===== config.mk =====
export PLATFORM = sky130hd
export DESIGN_NAME = pe_mac
export DESIGN_NICKNAME = d
export VERILOG_FILES = /design/src/rtl/pe_mac.sv
export SDC_FILE = /design/constraint.sdc
export NUM_CORES = 1
export LEC_CHECK = 0
export ABC_CLOCK_PERIOD_IN_PS = 4200
export CAP_MARGIN = 20
export CORE_MARGIN = 3
export CORE_UTILIZATION = 45
export CTS_CLUSTER_DIAMETER = 60
export DETAILED_ROUTE_END_ITERATION = 6
export PLACE_DENSITY = 0.62
export RECOVER_POWER = 100
export SLEW_MARGIN = 5
export SYNTH_ARGS = -nofsm -noshare
export SYNTH_HDL_FRONTEND = slang
export SYNTH_SLANG_ARGS = --single-unit

===== constraint.sdc =====
create_clock -name clk -period 4.2 [get_ports clk]
set_clock_uncertainty 0.15 [all_clocks]
set_input_delay 1.26 -clock clk [delete_from_list [all_inputs] [get_ports clk]]
set_output_delay 1.26 -clock clk [all_outputs]
set_load 0.05 [all_outputs]

===== src/rtl/pe_mac.sv =====
// Signed multiply-accumulate PE: 1 multiply stage, 1 accumulate/output stage.
// Latency 2 cycles from last beat to out_valid; a stalled output register freezes the whole pipe.
// Backpressure: in_ready = (!out_valid || out_ready) && !clr, combinational from out_ready.
module pe_mac #(
    parameter int IWIDTH = 8,
    parameter int WWIDTH = 8,
    parameter int AWIDTH = 24,
    parameter int OWIDTH = 16,
    parameter int SHW    = $clog2(AWIDTH)
) (
    input  logic                     clk,
    input  logic                     rstn,
    input  logic                     clr,
    input  logic                     in_valid,
    output logic                     in_ready,
    input  logic                     in_last,
    input  logic signed [IWIDTH-1:0] ifm_in,
    input  logic signed [WWIDTH-1:0] wgt_in,
    input  logic        [SHW-1:0]    cfg_shift,
    output logic                     out_valid,
    input  logic                     out_ready,
    output logic signed [OWIDTH-1:0] out_data,
    output logic                     out_sat
);

    localparam int PW = IWIDTH + WWIDTH;
    localparam logic signed [AWIDTH-1:0] OMAX = {{(AWIDTH-OWIDTH+1){1'b0}}, {(OWIDTH-1){1'b1}}};
    localparam logic signed [AWIDTH-1:0] OMIN = {{(AWIDTH-OWIDTH+1){1'b1}}, {(OWIDTH-1){1'b0}}};

    logic signed [PW-1:0]     p1_q, p1_d;
    logic                     v1_q, v1_d;
    logic                     l1_q, l1_d;
    logic        [SHW-1:0]    s1_q, s1_d;
    logic signed [AWIDTH-1:0] acc_q, acc_d;
    logic                     out_valid_q, out_valid_d;
    logic signed [OWIDTH-1:0] out_data_q, out_data_d;
    logic                     out_sat_q, out_sat_d;

    logic                     en;
    logic                     load;
    logic signed [AWIDTH-1:0] sum;
    logic signed [AWIDTH-1:0] shr;

    always_comb begin
        en       = !out_valid_q || out_ready;
        in_ready = en && !clr;
        sum      = acc_q + AWIDTH'(p1_q);
        shr      = sum >>> s1_q;
        load     = en && v1_q && l1_q && !clr;

        p1_d        = p1_q;
        v1_d        = v1_q;
        l1_d        = l1_q;
        s1_d        = s1_q;
        acc_d       = acc_q;
        out_data_d  = out_data_q;
        out_sat_d   = out_sat_q;
        out_valid_d = out_valid_q && !out_ready;

        // clr drops the in-flight beat and the partial sum but never touches the output register
        if (clr) begin
            v1_d  = 1'b0;
            acc_d = '0;
        end else if (en) begin
            p1_d = PW'(ifm_in) * PW'(wgt_in);
            v1_d = in_valid;
            l1_d = in_last;
            s1_d = cfg_shift;
            if (v1_q) begin
                acc_d = l1_q ? '0 : sum;
            end
        end

        if (load) begin
            out_valid_d = 1'b1;
            if (shr > OMAX) begin
                out_data_d = OMAX[OWIDTH-1:0];
                out_sat_d  = 1'b1;
            end else if (shr < OMIN) begin
                out_data_d = OMIN[OWIDTH-1:0];
                out_sat_d  = 1'b1;
            end else begin
                out_data_d = shr[OWIDTH-1:0];
                out_sat_d  = 1'b0;
            end
        end
    end

    always_ff @(posedge clk or negedge rstn) begin
        if (!rstn) begin
            p1_q        <= '0;
            v1_q        <= 1'b0;
            l1_q        <= 1'b0;
            s1_q        <= '0;
            acc_q       <= '0;
            out_valid_q <= 1'b0;
            out_data_q  <= '0;
            out_sat_q   <= 1'b0;
        end else begin
            p1_q        <= p1_d;
            v1_q        <= v1_d;
            l1_q        <= l1_d;
            s1_q        <= s1_d;
            acc_q       <= acc_d;
            out_valid_q <= out_valid_d;
            out_data_q  <= out_data_d;
            out_sat_q   <= out_sat_d;
        end
    end

    assign out_valid = out_valid_q;
    assign out_data  = out_data_q;
    assign out_sat   = out_sat_q;

endmodule


==> results.toml, run 1 <==
[setup_path]
path_class = "primary input to register"
r2r_cells = 13
endpoint = "p1_q[15]"
cp-startpoint = "wgt_in[7]"
r2r_start = "p1_q[0]"
cp.arrival_ns = 5.05
ff2ff_setup_slack_ns = 0.12
cp_slowest_stage_delay_ns = 0.56
worstPathRequired_ns = 4.27
r2r-end = "out_data[7]"
crit_path_max_fanout = 5
crit_slowest_cell = "fa_1"
path_cells = "buf_8, buf_6, fa_1, inv_2, fa_1, inv_1, fa_1, fa_1, ha_4, inv_4, o21ai_2, a21oi_2, o21ai_2, a21oi_2, nor2b_1, o21a_1, o41ai_2, xnor2_1, o21ai_1"
critPathCaptureType = "register"
crit_top_cell = "fa_1"
start_kind = "primary input"

[cells_and_area]
fin_nets = 1135
layoutNonFillerInstCount = 1225
fillerInstances = 1545
syn2layout_area_growth_pct = 22.4
final_cell_mix = "nand2_1 (123), buf_4 (82), nor2_1 (66)"
layout_commonest_cell = "nand2_1"
final_area_sq_um = 9530
utilization = 0.568
num_antenna_cells = 0
drive_gt1_frac = 0.209

[power]
ir_drop_mv = 0.360
power_per_cell_area_nw_per_um2 = 624
p_leak_nw = 4.40
finalPower_mw = 5.94

[logic_synthesis]
yosys_warnings = 0
synth-xor-area-share = 0.0394
muxShareOfSynthArea = 0.0543
yosys.area_share.adder = 0.228
syn-instance-count = 907
syn_nets = 1042
yosys.area_share.simple = 0.197
synthDistinctLibCells = 75
ys_ff_latch = 65
yosysSeqAreaShare = 0.209
syn_area_sq_um = 7780
synth_top_family_by_area = "adder cells"
synth_edf_count = 0
synthFlopType = "dfrtp_1"
postSynthAreaPerCell_sq_um = 8.58
synthArstFlopShare = 1.00
synth-compound-area-share = 0.214

[drt]
ant_nets = 0
drt_wl_total_microns = 19700
dr_wl_met3_microns = 621
drtIter0Drc = 413
wl_per_cell_microns = 16.1
drcViolationCount = 0
vias = 6806
first_pass_iters = 5
wl_met1_microns = 8770
viasPerCell = 5.56
dr_wl_met2_microns = 9830
top_layer_used = "met4"

[place]
numPortBuffers = 45
finalWeightedCongestion = 0.933
dpl.hpwl_microns = 15800
place_inst = 1202
post_dp_cell_area_sq_um = 8970

[grt]
grt_usage = 0.220
grt_pass1_wl_microns = 33100
grt-ovfl-total = 0
antenna_found_initial = 0
grt_pass1_vias = 6748
grt_max_degree = 66

[status]
violations = "capacitance limit, slew limit, setup timing"
status = "complete, but fails checks"

[sta]
slew_violations = 66
finalHoldViolCount = 0
rsz0062_at_grt = "yes"
tightestPinTransition_ns = 1.61
period_needed_ns = 4.98
hold_slack_ns = 0.329
finalSetupViolCount = 9
max_freq_mhz = 201
timing.final.ws_setup_ns = -0.783
min_period_over_period = 1.19
slew_headroom = -0.0701

[clock_network]
path_clk_slew_ns = 0.06
root_buffer = "clkbuf_16"
cts_max_path_buffers = 2
htree_levels = 3
numCtsBuffers = 9
numClockSinks = 65
insertion_delay_ns = 0.35
cts_tree = "done"

[floorplan]
die_x_microns = 138
initial_core_util = 0.464
row_count = 47
fp.dieH_microns = 138
ios = 46
die_area_sq_um = 18900
core_sq_um = 16800

[run]
max_cap_viol_count = 1

[worst_hold_path]
min_from = "out_data[15]"
hold_path_class = "register to register"
==> critical path, delay by kind of cell <==
family / cells / cell delay (ns)
AOI/OAI and AO/OA: 7 / 0.93
xor gates and xnor gates: 1 / 0.15
adders and majority gates: 5 / 2.27
buffers and inverters: 5 / 0.36
and+or+nand+nor: 1 / 0.06
==> power breakdown <==
group | internal (mW) | switching [mW] | leakage (nW)
clock | 0.582 | 0.301 | 0.159
combinational | 1.87 | 2.28 | 3.41
sequential | 0.805 | 0.106 | 0.826
==> routing by layer <==
metal  up-vias  global-route usage
li1       3354                   -
met1      3291               0.287
met2       125               0.370
met3        36              0.0387
met4         0              0.0698
met5         -                   0
==> final cells by class <==
cell class | count | area, sq um | share of cell area
Clock buffer | 10 | 229 | 0.0240
Clock inverter | 6 | 114 | 0.0120
Inverter | 72 | 273 | 0.0286
Multi-Input combinational cell | 725 | 5950 | 0.625
Sequential cell | 65 | 1630 | 0.171
Tap cell | 220 | 275 | 0.0289
Timing Repair Buffer | 127 | 1050 | 0.111
==> sequential cells by signal, summed over array words and instances, names as in the netlist <==
register / count
acc_q: 24
l1_q: 1
out_data: 16
out_sat: 1
out_valid: 1
p1_q: 16
s1_q: 5
v1_q: 1
==> per-stage QoR <==
stage	worst slack, ns	setup TNS, ns
finish	-0.783	-4.11
global route	-0.969	-6.16
CTS	-0.844	-4.14
detailed placement	-1.74	-13.40
global placement	-1.66	-12.69
floorplan	-1.04	-4.78
==> worst min-delay path by stage <==
stage	to	slack, ns	cells after the start
floorplan	p1_q[0]	0.30	2
global placement	out_data[15]	0.31	2
detailed placement	p1_q[11]	0.33	2
CTS	acc_q[14]	0.34	2
global route	out_data[15]	0.36	2
finish	out_data[15]	0.33	2
==> timing repair <==
| action | 4_1_cts | 5_1_grt |
|---|---|---|
| setup buffers | 5 | 2 |
| gates resized for setup | 111 | 28 |
| hold buffers | 0 | 0 |
| pin swaps | 43 | 20 |
| setup endpoints to repair | 20 | 26 |
==> cell families after synthesis <==
family / Yosys count
mux: 31
flops: 65
simple gates: 323
xor+xnor: 35
compound gates: 228
buf+inv: 117
fa+ha+maj: 108
==> cells in the mapped netlist (6+ instances only) <==
library cell | count | area share
xor2_1 | 15 | 0.017
mux4_2 | 8 | 0.023
xnor2_1 | 20 | 0.023
o21ai_0 | 44 | 0.028
nand2b_1 | 16 | 0.013
nand3_1 | 18 | 0.012
nor3_1 | 12 | 0.0077
fa_1 | 56 | 0.14
a211oi_1 | 17 | 0.016
o211ai_1 | 7 | 0.0068
mux2i_1 | 16 | 0.021
nand2_1 | 125 | 0.060
a21o_1 | 15 | 0.014
mux2_2 | 6 | 0.0087
and2_1 | 42 | 0.034
a22o_1 | 14 | 0.016
o21a_1 | 8 | 0.0077
and3_1 | 7 | 0.0056
buf_2 | 6 | 0.0039
a21oi_1 | 44 | 0.028
o22ai_2 | 7 | 0.011
nor2_1 | 67 | 0.032
nor2b_1 | 7 | 0.0056
dfrtp_1 | 65 | 0.21
inv_1 | 71 | 0.034
ha_1 | 52 | 0.084
clkbuf_1 | 33 | 0.016
Power figures use the tool's default switching activity.
==> run 2: changes to the inputs <==
- CORE_MARGIN: 3 -> 4
==> run 2 against run 1 <==
Net effect: the run still ends with capacitance limit, slew limit, setup timing left; cell count is 0.82% higher; highest routed layer unchanged; non-clock buffer count is 10 higher; total power is 0.26% higher; combinational power is 3% higher; design area is 1.2% higher; sequential share of layout area is 0.20 points lower.
==> results.toml, run 2 (synthesis gave the netlist of run 1 again) <==
[status]
status = "complete, but fails checks"
violations = "capacitance limit, slew limit, setup timing"

[floorplan]
ios = 46
die_area_sq_um = 19500
core_sq_um = 16800
fp.dieH_microns = 140
row_count = 47
initial_core_util = 0.464
die_x_microns = 140

[sta]
hold_slack_ns = 0.319
period_needed_ns = 5.03
slew_violations = 31
min_period_over_period = 1.20
slew_headroom = -0.0767
max_freq_mhz = 199
finalHoldViolCount = 0
tightestPinTransition_ns = 1.62
finalSetupViolCount = 9
timing.final.ws_setup_ns = -0.829
rsz0062_at_grt = "yes"

[drt]
wl_per_cell_microns = 16.1
drcViolationCount = 0
viasPerCell = 5.57
first_pass_iters = 5
drtIter0Drc = 383
ant_nets = 0
vias = 6885
drt_wl_total_microns = 19800

[power]
finalPower_mw = 5.96
power_per_cell_area_nw_per_um2 = 618
ir_drop_mv = 0.376
p_leak_nw = 4.44

[grt]
grt_pass1_wl_microns = 33500
grt_usage = 0.207
grt_max_degree = 34
grt_pass1_vias = 6925
antenna_found_initial = 0
grt-ovfl-total = 0

[clock_network]
cts_max_path_buffers = 2
insertion_delay_ns = 0.35
path_clk_slew_ns = 0.05
htree_levels = 3
numCtsBuffers = 9
root_buffer = "clkbuf_16"
ctsHoldBuffers = 0
cts_tree = "done"
numClockSinks = 65

[cells_and_area]
final_cell_mix = "nand2_1 (120), buf_4 (85), nor2_1 (66)"
fin_nets = 1145
layout_commonest_cell = "nand2_1"
layoutNonFillerInstCount = 1235
drive_gt1_frac = 0.228
largest_register_ffs = 24
top_register = "acc_q"
fillerInstances = 1559
syn2layout_area_growth_pct = 23.8
num_antenna_cells = 0

[worst_hold_path]
hold_path_class = "register to register"

[place]
numPortBuffers = 45
place_inst = 1204
dpl.hpwl_microns = 15700
finalWeightedCongestion = 0.933

[run]
max_cap_viol_count = 1

[setup_path]
r2r-end = "out_data[14]"
worstPathRequired_ns = 4.27
r2r_cells = 14
cp-startpoint = "ifm_in[0]"
r2r_start = "p1_q[0]"
cp.arrival_ns = 5.10
critPathCaptureType = "register"
crit_path_max_fanout = 5
path_class = "primary input to register"
ff2ff_setup_slack_ns = 0.12
endpoint = "p1_q[15]"
start_kind = "primary input"
-- run 2: cell types whose count changed in the layout (fill, tap and decap cells not counted), sizes merged --
cell,change
buf,+8
bufinv,-2
clkbuf,+1
clkinv,+4
clkinvlp,-1
-- run 2: repair_timing --
item / 4_1_cts / 5_1_grt
setup endpoints to repair: 12 / 26
pin swaps: 55 / 35
resized for setup: 117 / 39
buffers inserted: 12 / 5
-- run 2: how the worst min path moves through the flow --
stage | start | depth (start not counted) | slack (ns) | end
final | out_data[15] | 2 | 0.32 | out_data[15]
after CTS | out_data[15] | 2 | 0.33 | out_data[15]
after global routing | out_data[15] | 2 | 0.35 | out_data[15]
after detailed placement | out_data[15] | 2 | 0.32 | out_data[15]
after global placement | out_data[15] | 2 | 0.31 | out_data[15]
after floorplan | p1_q[0] | 2 | 0.30 | p1_q[0]
-- run 2: metal layers --
layer / vias up / share of wire / routed length [microns] / track usage
met1: 3340 / 0.45 / 8920 / 0.270
met3: 39 / 0.028 / 556 / 0.0216
met2: 129 / 0.50 / 9830 / 0.352
met5: - / 0 / 0 / 0
li1: 3377 / - / - / -
met4: 0 / 0.027 / 545 / 0.0834
-- run 2: critical path, stage by stage --
cell and delay, ns:
buf_8 0.10, nand2b_4 0.13, fa_1 0.48, fa_1 0.57, inv_2 0.04, fa_1 0.54, fa_1 0.45, ha_4 0.24
inv_2 0.06, o21ai_2 0.06, a21oi_2 0.15, o21ai_2 0.08, a21oi_2 0.14, nor2b_1 0.06, o21a_1 0.19, o41ai_2 0.32
xnor2_1 0.16, o21ai_1 0.07
-- run 2: through the flow --
stage	area [sq um]	util	worst slack, ns	TNS [ns]
2_1_floorplan	7870	-	-1.04	-4.78
6_report	9640	0.575	-0.829	-4.55
3_3_place_gp	8980	0.536	-1.62	-12.65
5_1_grt	9640	0.575	-1.05	-7.11
4_1_cts	9500	0.567	-0.839	-4.64
3_5_place_dp	8980	0.536	-1.74	-13.32
-- run 2: report_power, final --
part	internal, mW	switching (mW)
Sequential	0.805	0.121
Clock	0.465	0.309
Combinational	1.94	2.31
-- run 2: layout make-up --
cell class	count	area (sq um)	area share
clock inverters	7	80.1	0.00831
repair buffers	137	1130	0.118
well taps	220	275	0.0286
clock buffers	9	225	0.0234
multi-input cells	725	6030	0.625
flip-flops and latches	65	1630	0.169
inverters	72	270	0.0280
